===== src/rtl/instr_fetch_unit.sv =====
// Byte-serial instruction fetch: reads 1- or 2-byte instructions from a 1-cycle byte memory
// and presents them on a valid/ready port. Optional halt detection under IFU_HALT_DETECT_EN.
`timescale 1ns/1ps
module instr_fetch_unit #(
    parameter int                ADDR_W   = 13,
    parameter int                DATA_W   = 8,
    parameter logic [ADDR_W-1:0] RESET_PC = '0
) (
    input  logic                  clock,
    input  logic                  resetN,
    output logic                  memRead,
    output logic [ADDR_W-1:0]     addressMem,
    input  logic [DATA_W-1:0]     memOut,
    input  logic                  jump,
    input  logic [ADDR_W-1:0]     jumpAddr,
    output logic                  instrValid,
    input  logic                  instrReady,
    output logic [2*DATA_W-1:0]   instr,
    output logic                  instrLen,
    output logic [ADDR_W-1:0]     instrPc,
    output logic                  halted,
    output logic [2:0]            fetchState
);

    typedef enum logic [2:0] {
        S_F0   = 3'd0,
        S_L0   = 3'd1,
        S_F1   = 3'd2,
        S_L1   = 3'd3,
        S_HOLD = 3'd4,
        S_PARK = 3'd5
    } state_t;

    state_t              state_q, state_d;
    logic [ADDR_W-1:0]   pc_q;
    logic [ADDR_W-1:0]   addr_q;
    logic [ADDR_W-1:0]   pc_plus1;
    logic [ADDR_W-1:0]   pc_seq;
    logic                accept;
    logic                two_byte;

    // Output handshake: instr/instrLen/instrPc are held constant while instrValid is high
    // and are consumed on a cycle where instrValid && instrReady; only jump/reset drop valid.
    assign instrValid = (state_q == S_HOLD);
    assign accept     = instrValid && instrReady;
    assign fetchState = state_q;

    assign pc_plus1 = pc_q + ADDR_W'(1);
    assign pc_seq   = pc_q + ADDR_W'(1) + ADDR_W'(instrLen);

`ifdef IFU_HALT_DETECT_EN
    logic halt_op;
    logic halted_q;

    // A zero opcode byte is a 1-byte halt rather than the 2-byte op it would otherwise be.
    assign two_byte = !memOut[DATA_W-1] && (memOut != '0);
    assign halt_op  = (instr[2*DATA_W-1 -: DATA_W] == '0) && !instrLen;
    assign halted   = halted_q;
`else
    assign two_byte = !memOut[DATA_W-1];
    assign halted   = 1'b0;
`endif

    always_comb begin
        state_d = state_q;
        case (state_q)
            S_F0:   state_d = S_L0;
            S_L0:   state_d = two_byte ? S_F1 : S_HOLD;
            S_F1:   state_d = S_L1;
            S_L1:   state_d = S_HOLD;
            S_HOLD: begin
                if (accept) begin
                    state_d = S_F0;
`ifdef IFU_HALT_DETECT_EN
                    if (halt_op) state_d = S_PARK;
`endif
                end
            end
            S_PARK: state_d = S_PARK;
            default: state_d = S_F0;
        endcase
        if (jump) state_d = S_F0;
    end

    // Read strobe is gated by resetN so memory sees no request while reset is held.
    always_comb begin
        memRead    = 1'b0;
        addressMem = addr_q;
        case (state_q)
            S_F0: begin
                memRead    = resetN;
                addressMem = pc_q;
            end
            S_F1: begin
                memRead    = resetN;
                addressMem = pc_plus1;
            end
            default: ;
        endcase
    end

    always_ff @(posedge clock or negedge resetN) begin
        if (!resetN) begin
            state_q <= S_F0;
            pc_q    <= RESET_PC;
            addr_q  <= RESET_PC;
        end else begin
            state_q <= state_d;
            addr_q  <= addressMem;
            if (jump) begin
                pc_q <= jumpAddr;
            end else if (accept) begin
                pc_q <= pc_seq;
            end
        end
    end

    // Byte capture; a jump discards whatever byte is returning this cycle.
    always_ff @(posedge clock or negedge resetN) begin
        if (!resetN) begin
            instr    <= '0;
            instrLen <= 1'b0;
            instrPc  <= RESET_PC;
        end else if (!jump) begin
            if (state_q == S_L0) begin
                instr    <= {memOut, {DATA_W{1'b0}}};
                instrLen <= two_byte;
                instrPc  <= pc_q;
            end else if (state_q == S_L1) begin
                instr[DATA_W-1:0] <= memOut;
            end
        end
    end

`ifdef IFU_HALT_DETECT_EN
    always_ff @(posedge clock or negedge resetN) begin
        if (!resetN) begin
            halted_q <= 1'b0;
        end else if (jump) begin
            halted_q <= 1'b0;
        end else if (accept && halt_op) begin
            halted_q <= 1'b1;
        end
    end
`endif

endmodule


===== config.mk =====
export PLATFORM = sky130hd
export DESIGN_NAME = instr_fetch_unit
export DESIGN_NICKNAME = d
export VERILOG_FILES = /design/src/rtl/instr_fetch_unit.sv
export SDC_FILE = /design/constraint.sdc
export NUM_CORES = 1
export LEC_CHECK = 0
export BUFFER_PORTS_ARGS = -buffer_cell sky130_fd_sc_hd__clkbuf_2
export CAP_MARGIN = 20
export CORE_MARGIN = 5
export CORE_UTILIZATION = 50
export CTS_CLUSTER_SIZE = 28
export DETAILED_ROUTE_END_ITERATION = 8
export HOLD_SLACK_MARGIN = 0.1
export PLACE_DENSITY_LB_ADDON = 0.1
export SETUP_SLACK_MARGIN = 0.2
export SLEW_MARGIN = 20
export SYNTH_ARGS = -nofsm -noshare
export SYNTH_HDL_FRONTEND = slang
export SYNTH_SLANG_ARGS = --single-unit

===== constraint.sdc =====
create_clock -name clock -period 2.9 [get_ports clock]
set_input_delay 0.29 -clock clock [delete_from_list [all_inputs] [get_ports clock]]
set_output_delay 0.29 -clock clock [all_outputs]
set_load 0.005 [all_outputs]

After elaboration in Yosys (flattened, before gate mapping). Index checks and enable logic that the tools add are counted.

Multiplexer cells: 10. Reductions and logical operators: 8. Eq/ne operators: 6. Bitwise gates (word level): 1. Add/sub/neg operators: 2.

Operators by type and width (number): $mux W13 (2); $pmux W13 S2 (1); $pmux W3 S6 (1); $mux W8 (2); $add A13 B1 Y13 (1); $add A13 B1 Y13 const B (1); $mux W3 (3); $eq A3 B2 Y1 const B (2); $eq A3 B3 Y1 const B (2); $reduce_and A2 Y1 (2); $reduce_bool A2 Y1 (2); $eq A3 B1 Y1 const B (1); $logic_not A3 Y1 (1); $ne A3 B2 Y1 const B (1); $reduce_or A2 Y1 (1); $logic_and A1 B1 Y1 (1); $logic_not A1 Y1 (1); $mux W1 (1); $not A1 Y1 (1).

Word-level logic and storage cells: 34. Flip-flop bits (word level): 59. Bits of input ports: 25. Output and inout port bits: 49.

Depth between registers and ports, before layout. Gate-level depths: netlist of run 1.

Depth in word-level cells: 5. Gate-level depth with buffers: 10. Mapped depth without buffers: 9.

Worst setup path before layout of run 1. OpenSTA, ideal clock, no wires.

Path type: flip-flop to flip-flop. Start: register pc_q[1]. End: register pc_q[11]. Slack: 740 ps. Path buffers: 1. Library setup time: 128 ps. Cell stages (with the launch flop): 10. Period minus slack after synthesis: 2160 ps. Required time: 2772 ps. Arrival: 2033 ps. Cell sequence: dfrtp_1 -> ha_1 -> buf_6 -> nand4_2 -> or4_1 -> a22oi_1 -> nand4_1 -> a21oi_2 -> xnor2_1 -> o21ai_1.

Word-level cells in the longest chain between the ends: 4.

RTL lines: start: declaration (line 35) `logic [ADDR_W-1:0] pc_q;`; start signal: assignment (line 111) `pc_q <= jumpAddr;`; start signal: assignment (line 113) `pc_q <= pc_seq;`; $add A13 B1 Y13 (2 in series) (line 49) `assign pc_seq = pc_q + ADDR_W'(1) + ADDR_W'(instrLen);`; $mux W13 (line 112) `end else if (accept) begin`; $mux W13 (line 110) `if (jump) begin`.

Every way passes these cells. The select of a mux whose other input is x is not followed. A chain may end at the register's enable or synchronous reset.

Final worst setup path of run 1.
Start: register pc_q[5]. End: output port addressMem[11].

Word-level cells in the longest chain between the ends: 2.

RTL lines: $add A13 B1 Y13 (line 48) `assign pc_plus1 = pc_q + ADDR_W'(1);`; $pmux W13 S2 (line 89) `case (state_q)`; end: declaration (line 12) `output logic [ADDR_W-1:0] addressMem,`.

Every way passes these cells.

==> results.txt, run 1 <==
- The flow ran to the end, and the final reports show no timing, DRC or antenna violations.
* Final total negative setup slack: 0 ns
- Tightest Pin Transition: 0.749 ns
* Cts bufs inserted: 9
- In this run the remaining antenna-violating nets after routing total 0.
* Synth Area in Adders: 0.0116
* Proportion of register bits with asynchronous set or reset after synthesis: 1.00
* Unrepaired setup endpoints after global routing: no
- Critical path data required time: 2.61 ns
* Path type of the worst min-delay path: primary input to async pin
* Post-synthesis to final-layout area growth: 15.7%
- Of the post-synthesis cell area, the dominant cell type holds 0.456.
* Initial standard-cell utilization of the core: 0.512
- The Yosys step of the flow raised 0 warnings.
- Post-place setup slack: 0.366 ns
- Max-cap violation count: 0
* Total power of the final layout: 0.00239 W
- Counting I/O delays and the setup requirement, the final critical path takes 2.51 ns.
- Number of antenna violations at the first check in global routing: 0
* Commonest non-fill, non-tap cell in the layout: sky130_fd_sc_hd__clkbuf_2
* Fin nets: 420
- After synthesis, the largest family of logic cells by area is simple AND/OR/NAND/NOR gates.
- GRT overflow: 0
- The number of global-route vias before repair is 2492.
- The clock tree synthesis step divided the H-tree into 3 levels.
* Number of buffers between clock root and the deepest sink: 2
- Synthesis produced a netlist with a net count of 360.
* Fillers: 582
* Sum of net half-perimeters after detailed placement: 5430 um
- Across all hold checks on the routed design, the worst slack comes to 0.133 ns.
* Clock slew seen by the registers of the worst setup and hold paths: 0.07 ns
* Die X-Extent: 90.4 um
- Measured in cells, the most critical reg-to-reg path has a length of 9.
- The clock arrives with 0.00861 ns of skew.
* Die Area: 0.00818 mm^2
* Commonest cells after routing, fill and taps aside: 72 x sky130_fd_sc_hd__clkbuf_2, 58 x sky130_fd_sc_hd__nand2_1, 54 x sky130_fd_sc_hd__dfrtp_1, 32 x sky130_fd_sc_hd__o21ai_0, 24 x sky130_fd_sc_hd__mux2_2
- Once placement completed, the tool counted placed cells totaling 458.
- In this run, synthesis produced a sequential element count of 59.
- Register area: 0.00148 mm^2
- Launch instance of the worst register-to-register path: pc_q[0]
- Standard cell core area: 0.00631 mm^2
- Port buffering added 72 buffers.
- Number of buffers inserted by hold repair at cts: 0
- The root buffer cell chosen for the clock tree is sky130_fd_sc_hd__clkbuf_8.
- CTS sink count: 59
* Compound-gate portion of the synthesized area: 0.121
* DR iter-0 viols: 144
- Via count: 2586
- CP top delay family: flip-flops
* Setup Crit Path Kind: flop to output port
- Ranked by total cell area, the synthesized netlist is headed by sky130_fd_sc_hd__dfrtp_1 46%, sky130_fd_sc_hd__mux2_2 8.4%, sky130_fd_sc_hd__nand2_1 6.7%, sky130_fd_sc_hd__o21ai_0 5.3%, sky130_fd_sc_hd__xor2_1 4.1%.
- Traced cell by cell, the critical path runs through and3_1 -> nand4_1 -> xor2_1 -> o21ai_0 -> clkbuf_2.
* Share of the synthesized netlist area taken by xor and xnor gates: 0.0704
- Largest fanout on the critical path: 11
- Mux cell area share after synthesis: 0.0959
- For this design, the slowest cell found on the critical path is sky130_fd_sc_hd__dfrtp_1.
- The cell area that synthesis handed to floorplanning was 0.00323 mm^2.
- Final Hold Viols: 0
* EDFF count, synth: 0
- The endpoint identified for the worst register-to-register timing path is pc_q[10].
- The floorplan has 29 rows.
- 74 I/O pins were placed.
* Leakage dissipation: 1.63 nW
* Total routing usage reported by global routing: 0.196
- Gate count of the mapped netlist: 332
* Maximum number of pins on one net before global-route repair: 60
- 0 antenna diodes ended up in the layout.
- Wire length of the first global-routing pass: 13000 um
- The first detailed-routing pass took 4 iterations.
* Slew margin rel.: 0.500
- Setup slack on the worst reg-to-reg path comes out at 0.50 ns.
* Pins over their slew limit: 0
* Fin cells: 474
* Fraction of layout cells with a size suffix above 1: 0.343
* Multi-input gate area in the final layout: 0.00156 mm^2
* Detailed Route WL: 7750 um
- The share of the Yosys chip area taken by registers is 0.456.
- Detail-routed net length per standard cell: 16.3 um
* Post-DR vias/cell: 5.46
- Synth Area in Simple Gates: 0.176
- Post-synthesis cell type count: 48
* Category of the worst setup path capture point: output port
- Clk_lat worst skew: 0.34 ns
- TritonCTS built the clock tree.
- Routability-driven placement congestion ratio: 0.868
- Final worst path period share: 0.867
- Cell taking the most area after synthesis: sky130_fd_sc_hd__dfrtp_1
- Die height: 90.4 um
* Worst IR drop on VDD: 419 uV
- For this run, design rule violations remaining after detail routing come to 0.
- Derived from the worst setup path, the maximum achievable clock frequency is 398 MHz.
* Highest cell delay on the worst timing path: 0.68 ns
- The most used flip-flop cell after synthesis is sky130_fd_sc_hd__dfrtp_1.
- In this run the mean area of a mapped cell was 9.74 um^2.
* Data arrival, critical path: 2.22 ns
- Final setup violating endpoints: 0
- The worst path meets setup with 0.387 ns of slack.
- CP Launch Type: flop
* Count of buffer and inverter cells on the critical path: 1
- Power density of the placed cells: 638 mW/mm^2
[logic make-up after synthesis]
group | count (synthesis)
simple gates | 117
compound gates | 66
fa+ha+maj | 3
buf+inv | 32
mux | 28
flops | 59
other cells | 1
xor+xnor | 26
[worst max-delay path by stage]
stage                     startpoint        endpoint  slack, ns  depth (start not counted)
after floorplan              pc_q[1]        pc_q[11]       0.74                          9
after global placement       pc_q[0]        pc_q[11]       0.43                          9
after detailed placement     pc_q[0]        pc_q[11]       0.37                          9
after CTS                    pc_q[3]  addressMem[11]       0.20                          6
after global routing         pc_q[0]  addressMem[12]       0.22                          8
final                        pc_q[5]  addressMem[11]       0.39                          5
[worst reg2reg max path, cell delays in order (launching register included)]
cell                       delay (ns)
sky130_fd_sc_hd__dfrtp_2         0.47
sky130_fd_sc_hd__ha_2            0.26
sky130_fd_sc_hd__buf_4           0.19
sky130_fd_sc_hd__nand4b_1        0.18
sky130_fd_sc_hd__or4_1           0.42
sky130_fd_sc_hd__nand4_1         0.14
sky130_fd_sc_hd__nand4_1         0.18
sky130_fd_sc_hd__a21oi_1         0.23
sky130_fd_sc_hd__xnor2_1         0.14
sky130_fd_sc_hd__o21ai_1         0.07
[stage by stage]
stage	instance area, um^2	util
after floorplan	3230	-
after global placement	3530	0.559
after detailed placement	3530	0.559
after CTS	3720	0.590
after global routing	3740	0.593
final	3740	0.593
[layer usage]
layer  global-route usage  up-vias  share of wire
met3               0.0583       10          0.054
met5                    0        -              0
met2                0.284       67           0.45
li1                     -     1280              -
met1                0.285     1229           0.48
met4               0.0509        0          0.011
[sequential cells by signal (all words and copies together) (netlist names)]
register / flops
pc_q: 13
instrLen: 1
instrPc: 13
addr_q: 13
fetchState: 3
instr: 16
[cell usage after synthesis, types with 3 or more instances]
| cell type | instances |
|---|---|
| sky130_fd_sc_hd__mux2_2 | 24 |
| sky130_fd_sc_hd__nand4_1 | 10 |
| sky130_fd_sc_hd__o21ai_0 | 34 |
| sky130_fd_sc_hd__nor2_1 | 16 |
| sky130_fd_sc_hd__or4_1 | 3 |
| sky130_fd_sc_hd__xnor2_1 | 11 |
| sky130_fd_sc_hd__mux2i_1 | 4 |
| sky130_fd_sc_hd__dfrtp_1 | 59 |
| sky130_fd_sc_hd__a21oi_1 | 10 |
| sky130_fd_sc_hd__o21ai_1 | 3 |
| sky130_fd_sc_hd__nor3_1 | 5 |
| sky130_fd_sc_hd__xor2_1 | 15 |
| sky130_fd_sc_hd__and3_1 | 4 |
| sky130_fd_sc_hd__nand2_1 | 58 |
| sky130_fd_sc_hd__clkbuf_1 | 9 |
| sky130_fd_sc_hd__buf_2 | 5 |
| sky130_fd_sc_hd__o31ai_1 | 6 |
| sky130_fd_sc_hd__ha_1 | 3 |
| sky130_fd_sc_hd__and2_1 | 3 |
| sky130_fd_sc_hd__nand3_1 | 7 |
| sky130_fd_sc_hd__inv_1 | 3 |
| sky130_fd_sc_hd__buf_6 | 6 |
| sky130_fd_sc_hd__clkbuf_8 | 3 |
[power by group]
part	switching, W	internal, W
Sequential	0.000139	0.000990
Clock	0.000347	0.000358
Combinational	0.000272	0.000279
[area by class of cell]
type | count | area share
clock buffers | 11 | 0.0405
clock inverters | 5 | 0.00970
inverters | 3 | 0.00301
multi-input cells | 241 | 0.416
flip-flops and latches | 59 | 0.396
well taps | 77 | 0.0258
repair buffers | 78 | 0.108
[repair_timing]
action / in CTS / in global routing
cloned: 0 / 0
endpoints found under the setup margin: 5 / 9
resized for setup: 2 / 9
setup buffers: 0 / 0
pin swaps: 0 / 0
Power figures use the tool's default switching activity.
==> run 2: changes to the inputs <==
--- a/config.mk
+++ b/config.mk
@@ -14,7 +14,7 @@
 export HOLD_SLACK_MARGIN = 0.1
 export PLACE_DENSITY_LB_ADDON = 0.1
 export SETUP_SLACK_MARGIN = 0.2
-export SLEW_MARGIN = 20
+export SLEW_MARGIN = 30
 export SYNTH_ARGS = -nofsm -noshare
 export SYNTH_HDL_FRONTEND = slang
 export SYNTH_SLANG_ARGS = --single-unit
==> constraint.sdc (replaced) <==
create_clock -name clock -period 2.7 [get_ports clock]
set_input_delay 0.27 -clock clock [delete_from_list [all_inputs] [get_ports clock]]
set_output_delay 0.27 -clock clock [all_outputs]
set_load 0.005 [all_outputs]
==> run 2 against run 1 <==
Against the previous run:
- die area unchanged
- highest routed layer unchanged
- core utilization rose by 1.4 points
- worst setup slack worse by 0.094 ns
- routed wire length down 2.5%
- sequential share of layout area shrank 0.89 points
- final cell count is 1.5% higher
- clock-buffer cell count is 1 higher
- worst hold slack got worse by 0.0012 ns
- combinational power increased by 13%
- critical path depth grew 4
- clock power is 17% higher
==> results.txt, run 2 (same netlist as run 1, synthesis figures left out) <==
- In this run the tightest slew margin relative to its limit is 0.508.
- Outcome: complete, no violations
- Setup violations remaining at the end of the flow were counted as 0.
- Data arrival, critical path: 2.14 ns
* DR iter-0 viols: 206
- Summed over all nets, the half-perimeter wirelength after detailed placement is 5410 um.
- Entering global routing, the biggest net connects 60 pins.
- Worst clock skew: 0.00820 ns
* Largest fanout on the critical path: 8
* Number of primary I/O pins: 74
- Cell with the largest stage delay on the worst path: sky130_fd_sc_hd__dfrtp_2
* CP Launch Type: flop
- Fraction of layout cells with a size suffix above 1: 0.354
- Die height: 90.4 um
* Commonest cells after routing, fill and taps aside: 72 x sky130_fd_sc_hd__clkbuf_2, 57 x sky130_fd_sc_hd__nand2_1, 54 x sky130_fd_sc_hd__dfrtp_1, 31 x sky130_fd_sc_hd__o21ai_0, 24 x sky130_fd_sc_hd__mux2_2
* Die Area: 0.00818 mm^2
* Total routing usage reported by global routing: 0.191
- Across all register-to-register paths, the minimum setup slack is 0.37 ns.
* Cell total after placement: 462
* Series of cell instances along the critical path: ha_4 -> nand4_2 -> buf_4 -> nor2_1 -> nand2_1 -> nor2_1 -> xnor2_1 -> o21ai_1 -> clkbuf_2
- At the pin with the least slew margin, the transition time is 0.737 ns.
- The number of failing hold endpoints at the final stage is 0.
* Routability-driven placement congestion ratio: 0.887
- Fillers: 578
- Number of buffers added on ports: 72
- The number of global-route vias before repair came to 2547.
- Area after detailed placement: 0.00356 mm^2
* Final total negative setup slack: 0 ns
- In this run the worst hold path is classified as primary input to async pin.
- Setup Crit Path Kind: flop to output port
- Leakage dissipation: 1.69 nW
- The first global-routing pass estimated 12700 um of wire.
- The worst path needs 2.41 ns of the cycle, external delays included.
- Clk_lat worst skew: 0.34 ns
* First drt pass iteration count: 4
* Power density of the placed cells: 690 mW/mm^2
- Max-cap violations in this run came to 0.
* Register ranked first by flip-flop count: instr
- The register with the most flip-flops in the layout has 16 of them.
* Detail-routed net length per standard cell: 15.7 um
- On the worst path, the slowest cell contributes a delay of 0.45 ns.
* Cts bufs inserted: 9
- Root Driver: sky130_fd_sc_hd__clkbuf_8
- The final layout contains routed wiring with a total length of 7560 um.
- For this run, the top clock speed supported by timing is 415 MHz.
- Detailed routing inserted a total of 2619 vias.
- Setup slack closes at 0.293 ns.
- Register area: 0.00148 mm^2
- Number of buffers inserted by hold repair at cts: 0
* Cell area after layout: 0.00383 mm^2
- Post-synthesis to final-layout area growth: 18.3%
* Post-DR vias/cell: 5.44
- After floorplanning, the core was divided into 29 placement rows.
- Post-DRT Antenna Nets: 0
- Initial standard-cell utilization of the core: 0.512
- Counting stages on the worst path, the most repeated cell is sky130_fd_sc_hd__nor2_1.
- Worst reg-to-reg path cell count: 10
- The die is 90.4 um wide.
- Number of inserted diodes: 0
- After the flow finishes, the layout carries non-filler instances totaling 481.
- Post-place setup slack: 0.261 ns
* Pins over their slew limit: 0
- Fin nets: 427
- Setup repair after global routing could not meet its margin everywhere.
- The initial antenna violation count was 0.
- After detailed routing, the number of remaining DRC violations is 0.
- In this run the critical register-to-register path is launched from pc_q[0].
- Critical path data required time: 2.43 ns
* Total number of H-tree levels: 3
- The design draws 0.00264 W.
* Worst IR drop on VDD: 363 uV
- Final worst path period share: 0.892
- The clock net in this run drives a total of 59 sinks.
* CTS tree: built
- GRT overflow: 0
- Commonest non-fill, non-tap cell in the layout: sky130_fd_sc_hd__clkbuf_2
- Number of buffers between clock root and the deepest sink: 2
- Standard cell core area: 0.00631 mm^2
- Clock slew seen by the registers of the worst setup and hold paths: 0.07 ns
* Category of the worst setup path capture point: output port
- The endpoint identified for the worst register-to-register timing path is pc_q[8].
- In the final layout, the multi-input gates occupy 0.00158 mm^2.
## run 2: worst max path at each step
stage,startpoint,endpoint
after CTS,pc_q[4],addressMem[12]
after floorplan,pc_q[1],pc_q[11]
after global placement,pc_q[1],pc_q[11]
after detailed placement,pc_q[1],pc_q[11]
after global routing,pc_q[1],addressMem[12]
final,pc_q[1],addressMem[12]
## run 2: worst max-delay path, delay by kind of cell (launching register included)
family,cells,cell delay [ns]
adder cells (fa/ha/maj),1,0.20
AND/OR/NAND/NOR,4,0.56
XOR/XNOR,1,0.10
flip-flops,1,0.45
buffers and inverters,2,0.33
AO/OA/AOI/OAI,1,0.16
## run 2: stage by stage
| stage | hold slack, ns | utilization |
|---|---|---|
| CTS | 0.139 | 0.599 |
| finish | 0.132 | 0.606 |
| global placement | 0.462 | 0.564 |
| floorplan | -0.0256 | - |
| detailed placement | 0.469 | 0.564 |
| global route | 0.151 | 0.606 |
## run 2: timing repair
action / in CTS / in global routing
endpoints found under the setup margin: 7 / 9
gates resized for setup: 6 / 9
setup buffers: 0 / 3
pin swaps: 0 / 1
## run 2: area by class of cell
cell class	instances	area share
clock inverter	4	0.0127
clock buffer	12	0.0405
multi-input combinational	241	0.412
tap	77	0.0252
inverter	3	0.00294
sequential	59	0.387
timing repair buffer	85	0.120
## run 2: routing by layer
layer,up-vias,GRT usage,wire [um]
li1,1298,-,-
met1,1239,0.278,3670
met2,72,0.280,3400
met3,10,0.0400,396
met4,0,0.0658,97
met5,-,0,0
## run 2: report_power, final
group          switching, W  internal [W]
Sequential         0.000136       0.00106
Clock              0.000347      0.000475
Combinational      0.000304      0.000316
==> run 3: changes to the inputs <==
--- a/config.mk
+++ b/config.mk
@@ -13,7 +13,7 @@
 export DETAILED_ROUTE_END_ITERATION = 8
 export HOLD_SLACK_MARGIN = 0.1
 export PLACE_DENSITY_LB_ADDON = 0.1
-export SETUP_SLACK_MARGIN = 0.2
+export SETUP_SLACK_MARGIN = 0.3
 export SLEW_MARGIN = 30
 export SYNTH_ARGS = -nofsm -noshare
 export SYNTH_HDL_FRONTEND = slang
==> run 3 against run 2 <==
Against the previous run:
- worst hold slack worse by 0.0067 ns
- largest power group unchanged
- core utilization is 1.5 points higher
- combinational power is 4.5% higher
- critical path type is now flop to flop
- non-clock buffer count is 9 higher
- clock skew is 0.0026 ns higher
- final cell count is 1.9% higher
- register-to-register slack hardly changed
- first-iteration DRC count is 7.3% lower
- sequential power hardly changed
- highest routed layer unchanged
- critical path depth is 1 higher
- sequential cell count stayed put
==> results.txt, run 3 (same netlist as run 1, synthesis figures left out) <==
* Outcome: complete, no violations
* Area after detailed placement: 0.00356 mm^2
- Wire segments on met3 add up to 401 um in the final route.
- Root Driver: sky130_fd_sc_hd__clkbuf_8
- Across every metal layer, demand over resource in global routing totals 0.191.
- Post-DRT Antenna Nets: 0
- TritonCTS created 9 clock buffers.
- Commonest cells after routing, fill and taps aside: 72 x sky130_fd_sc_hd__clkbuf_2, 56 x sky130_fd_sc_hd__nand2_1, 53 x sky130_fd_sc_hd__dfrtp_1, 30 x sky130_fd_sc_hd__o21ai_0, 24 x sky130_fd_sc_hd__mux2_2
* Final Critical Period: 2.33 ns
* Register ranked first by flip-flop count: instr
- The floorplan step defined a die boundary enclosing 0.00818 mm^2.
- Count of buffer and inverter cells on the critical path: 2
* Clk_lat worst skew: 0.34 ns
* Number of flip-flops in the largest register: 16
- The share of total power dissipated in combinational logic is 0.243.
* Number of primary I/O pins: 74
* GRT overflow: 0
* Cell with the largest stage delay on the worst path: sky130_fd_sc_hd__dfrtp_2
- Based on the critical path, the design can be clocked at up to 430 MHz.
* Detailed Route WL: 7690 um
- The core region is 0.00631 mm^2.
- The floorplan step set the die width to 90.4 um.
* DRT met1 WL: 3770 um
- The library cell used most frequently in the layout, excluding fill and tap cells, is sky130_fd_sc_hd__clkbuf_2.
* Max-cap violation count: 0
* Setup Crit Path Kind: flop to flop
* Worst reg2reg path endpoint: pc_q[12]
- Via count: 2667
* Power density of the placed cells: 681 mW/mm^2
- Total number of placement rows: 29
- Number of inserted diodes: 0
- Detail-routed net length per standard cell: 15.7 um
* CP Launch Type: flop
- OpenSTA, run right after detailed placement, puts the worst setup slack at 0.261 ns.
- Category of the worst setup path capture point: flop
- Total power of the final layout: 0.00267 W
* Net switching share of the total power: 0.299
- Path type of the worst min-delay path: primary input to async pin
- The detailed router finished its first iteration with 191 violations.
- Leakage dissipation: 1.73 nW
* Die height: 90.4 um
* Maximum number of pins on one net before global-route repair: 60
* Sum of net half-perimeters after detailed placement: 5410 um
- Slew margin rel.: 0.506
* Vias in the first global route: 2562
- Number of antenna violations at the first check in global routing: 0
- CP top delay family: simple AND/OR/NAND/NOR gates
- In the routed design, unresolved DRC markers number 0.
* Switch Pwr: 0.000797 W
* Highest cell delay on the worst timing path: 0.45 ns
* Pins over their slew limit: 0
* Series of cell instances along the critical path: ha_4 -> buf_4 -> buf_6 -> nand4b_1 -> or4_1 -> nand4_1 -> nand4_1 -> a21oi_2 -> xnor2_1 -> o31ai_1
* Cell area after layout: 0.00392 mm^2
* Data arrival, critical path: 2.57 ns
- Summed over all nets, wire length on met2 after detailed routing comes to 3420 um.
* CTS sink count: 59
- The initial utilization of the core area, before any placement, comes to 0.512.
- Routability-driven placement congestion ratio: 0.887
- Cell internal pwr: 0.00187 W
* Fin cells: 490
- Worst clock skew: 0.0108 ns
* Final Hold Viols: 0
- Worst reg-to-reg path cell count: 10
- Part of the total power dissipated in sequential elements: 0.449
- Of the cells placed in the final design, the portion with a size suffix greater than 1 is 0.385.
- Unrepaired setup endpoints after global routing: yes
- Of all nets on the critical path, the largest fanout is 12.
- Number of buffers between clock root and the deepest sink: 2
* Clock slew seen by the registers of the worst setup and hold paths: 0.07 ns
- Summed over all failing endpoints, the final setup total negative slack is 0 ns.
- Clock network power share: 0.309
* Flop-to-flop setup slack: 0.37 ns
- Counting tap cells, the placed design contains a total of 462 instances.
* Number of buffers inserted by hold repair at cts: 0
* Final setup violating endpoints: 0
- First drt pass iteration count: 4
- Number of buffers added on ports: 72
- Tightest Pin Transition: 0.740 ns
- CTS built an H-tree with a depth of 3.
- Compared with the post-synthesis result, the final layout area differs by 21.2%.
- In the finished design, the share of the clock period the worst path needs comes to 0.861.
* Fillers: 569
- At the worst endpoint, the required time is 2.94 ns.
- Among the stages of the critical path, the cell type that occurs most often is sky130_fd_sc_hd__nand4_1.
- The first global-routing pass estimated 12800 um of wire.
- Setup slack after layout: 0.375 ns
- CTS tree: built
- Uppermost layer routed: met4
* Fin nets: 436
- Post-DR vias/cell: 5.44
- Launch instance of the worst register-to-register path: pc_q[1]
- Across the VDD grid, the largest voltage drop is 364 uV.
-- run 3: worst max-delay path by stage --
stage,startpoint,slack [ns],end,depth (start not counted)
3_5_place_dp,pc_q[1],0.26,pc_q[11],9
3_3_place_gp,pc_q[1],0.33,pc_q[11],9
4_1_cts,pc_q[1],0.29,addressMem[12],9
5_1_grt,pc_q[1],0.26,pc_q[12],10
2_1_floorplan,pc_q[1],0.54,pc_q[11],9
6_report,pc_q[1],0.37,pc_q[12],10
-- run 3: through the flow --
step | utilization | hold slack [ns]
4_1_cts | 0.603 | 0.139
5_1_grt | 0.621 | 0.151
3_5_place_dp | 0.564 | 0.469
3_3_place_gp | 0.564 | 0.462
6_report | 0.621 | 0.125
2_1_floorplan | - | -0.0256
-- run 3: worst reg2reg max path: cells and delay by family (launching register included) --
family	cells	cell delay (ns)
AO/OA/AOI/OAI	2	0.40
buffers and inverters	2	0.26
AND/OR/NAND/NOR	4	0.87
adder cells (fa/ha/maj)	1	0.18
flip-flops	1	0.45
XOR/XNOR	1	0.07
-- run 3: power groups by stage --
stage / logic, W / registers, W / clock network, W
3_3_place_gp: 0.000599 / 0.00121 / 0
2_1_floorplan: 0.000381 / 0.00117 / 0
6_report: 0.000648 / 0.00120 / 0.000824
5_1_grt: 0.000729 / 0.00122 / 0.000881
4_1_cts: 0.000629 / 0.00120 / 0.000843
3_5_place_dp: 0.000613 / 0.00121 / 0
-- run 3: repair_timing --
item                                    4_1_cts  5_1_grt
endpoints found under the setup margin       10       13
pin swaps                                     0        7
setup buffers                                 2       10
resized for setup                            10       14
-- run 3: layer usage --
layer,vias to the layer above,track usage
met2,80,0.282
met3,10,0.0400
met4,0,0.0658
met1,1257,0.278
li1,1320,-
met5,-,0
-- run 3: layout make-up --
| type | count | area, um^2 | area share |
|---|---|---|---|
| Clock buffer | 12 | 155 | 0.0396 |
| Multi-Input combinational cell | 241 | 1600 | 0.407 |
| Tap cell | 77 | 96.3 | 0.0246 |
| Sequential cell | 59 | 1480 | 0.379 |
| Clock inverter | 4 | 48.8 | 0.0124 |
| Inverter | 3 | 11.3 | 0.00287 |
| Timing Repair Buffer | 94 | 529 | 0.135 |
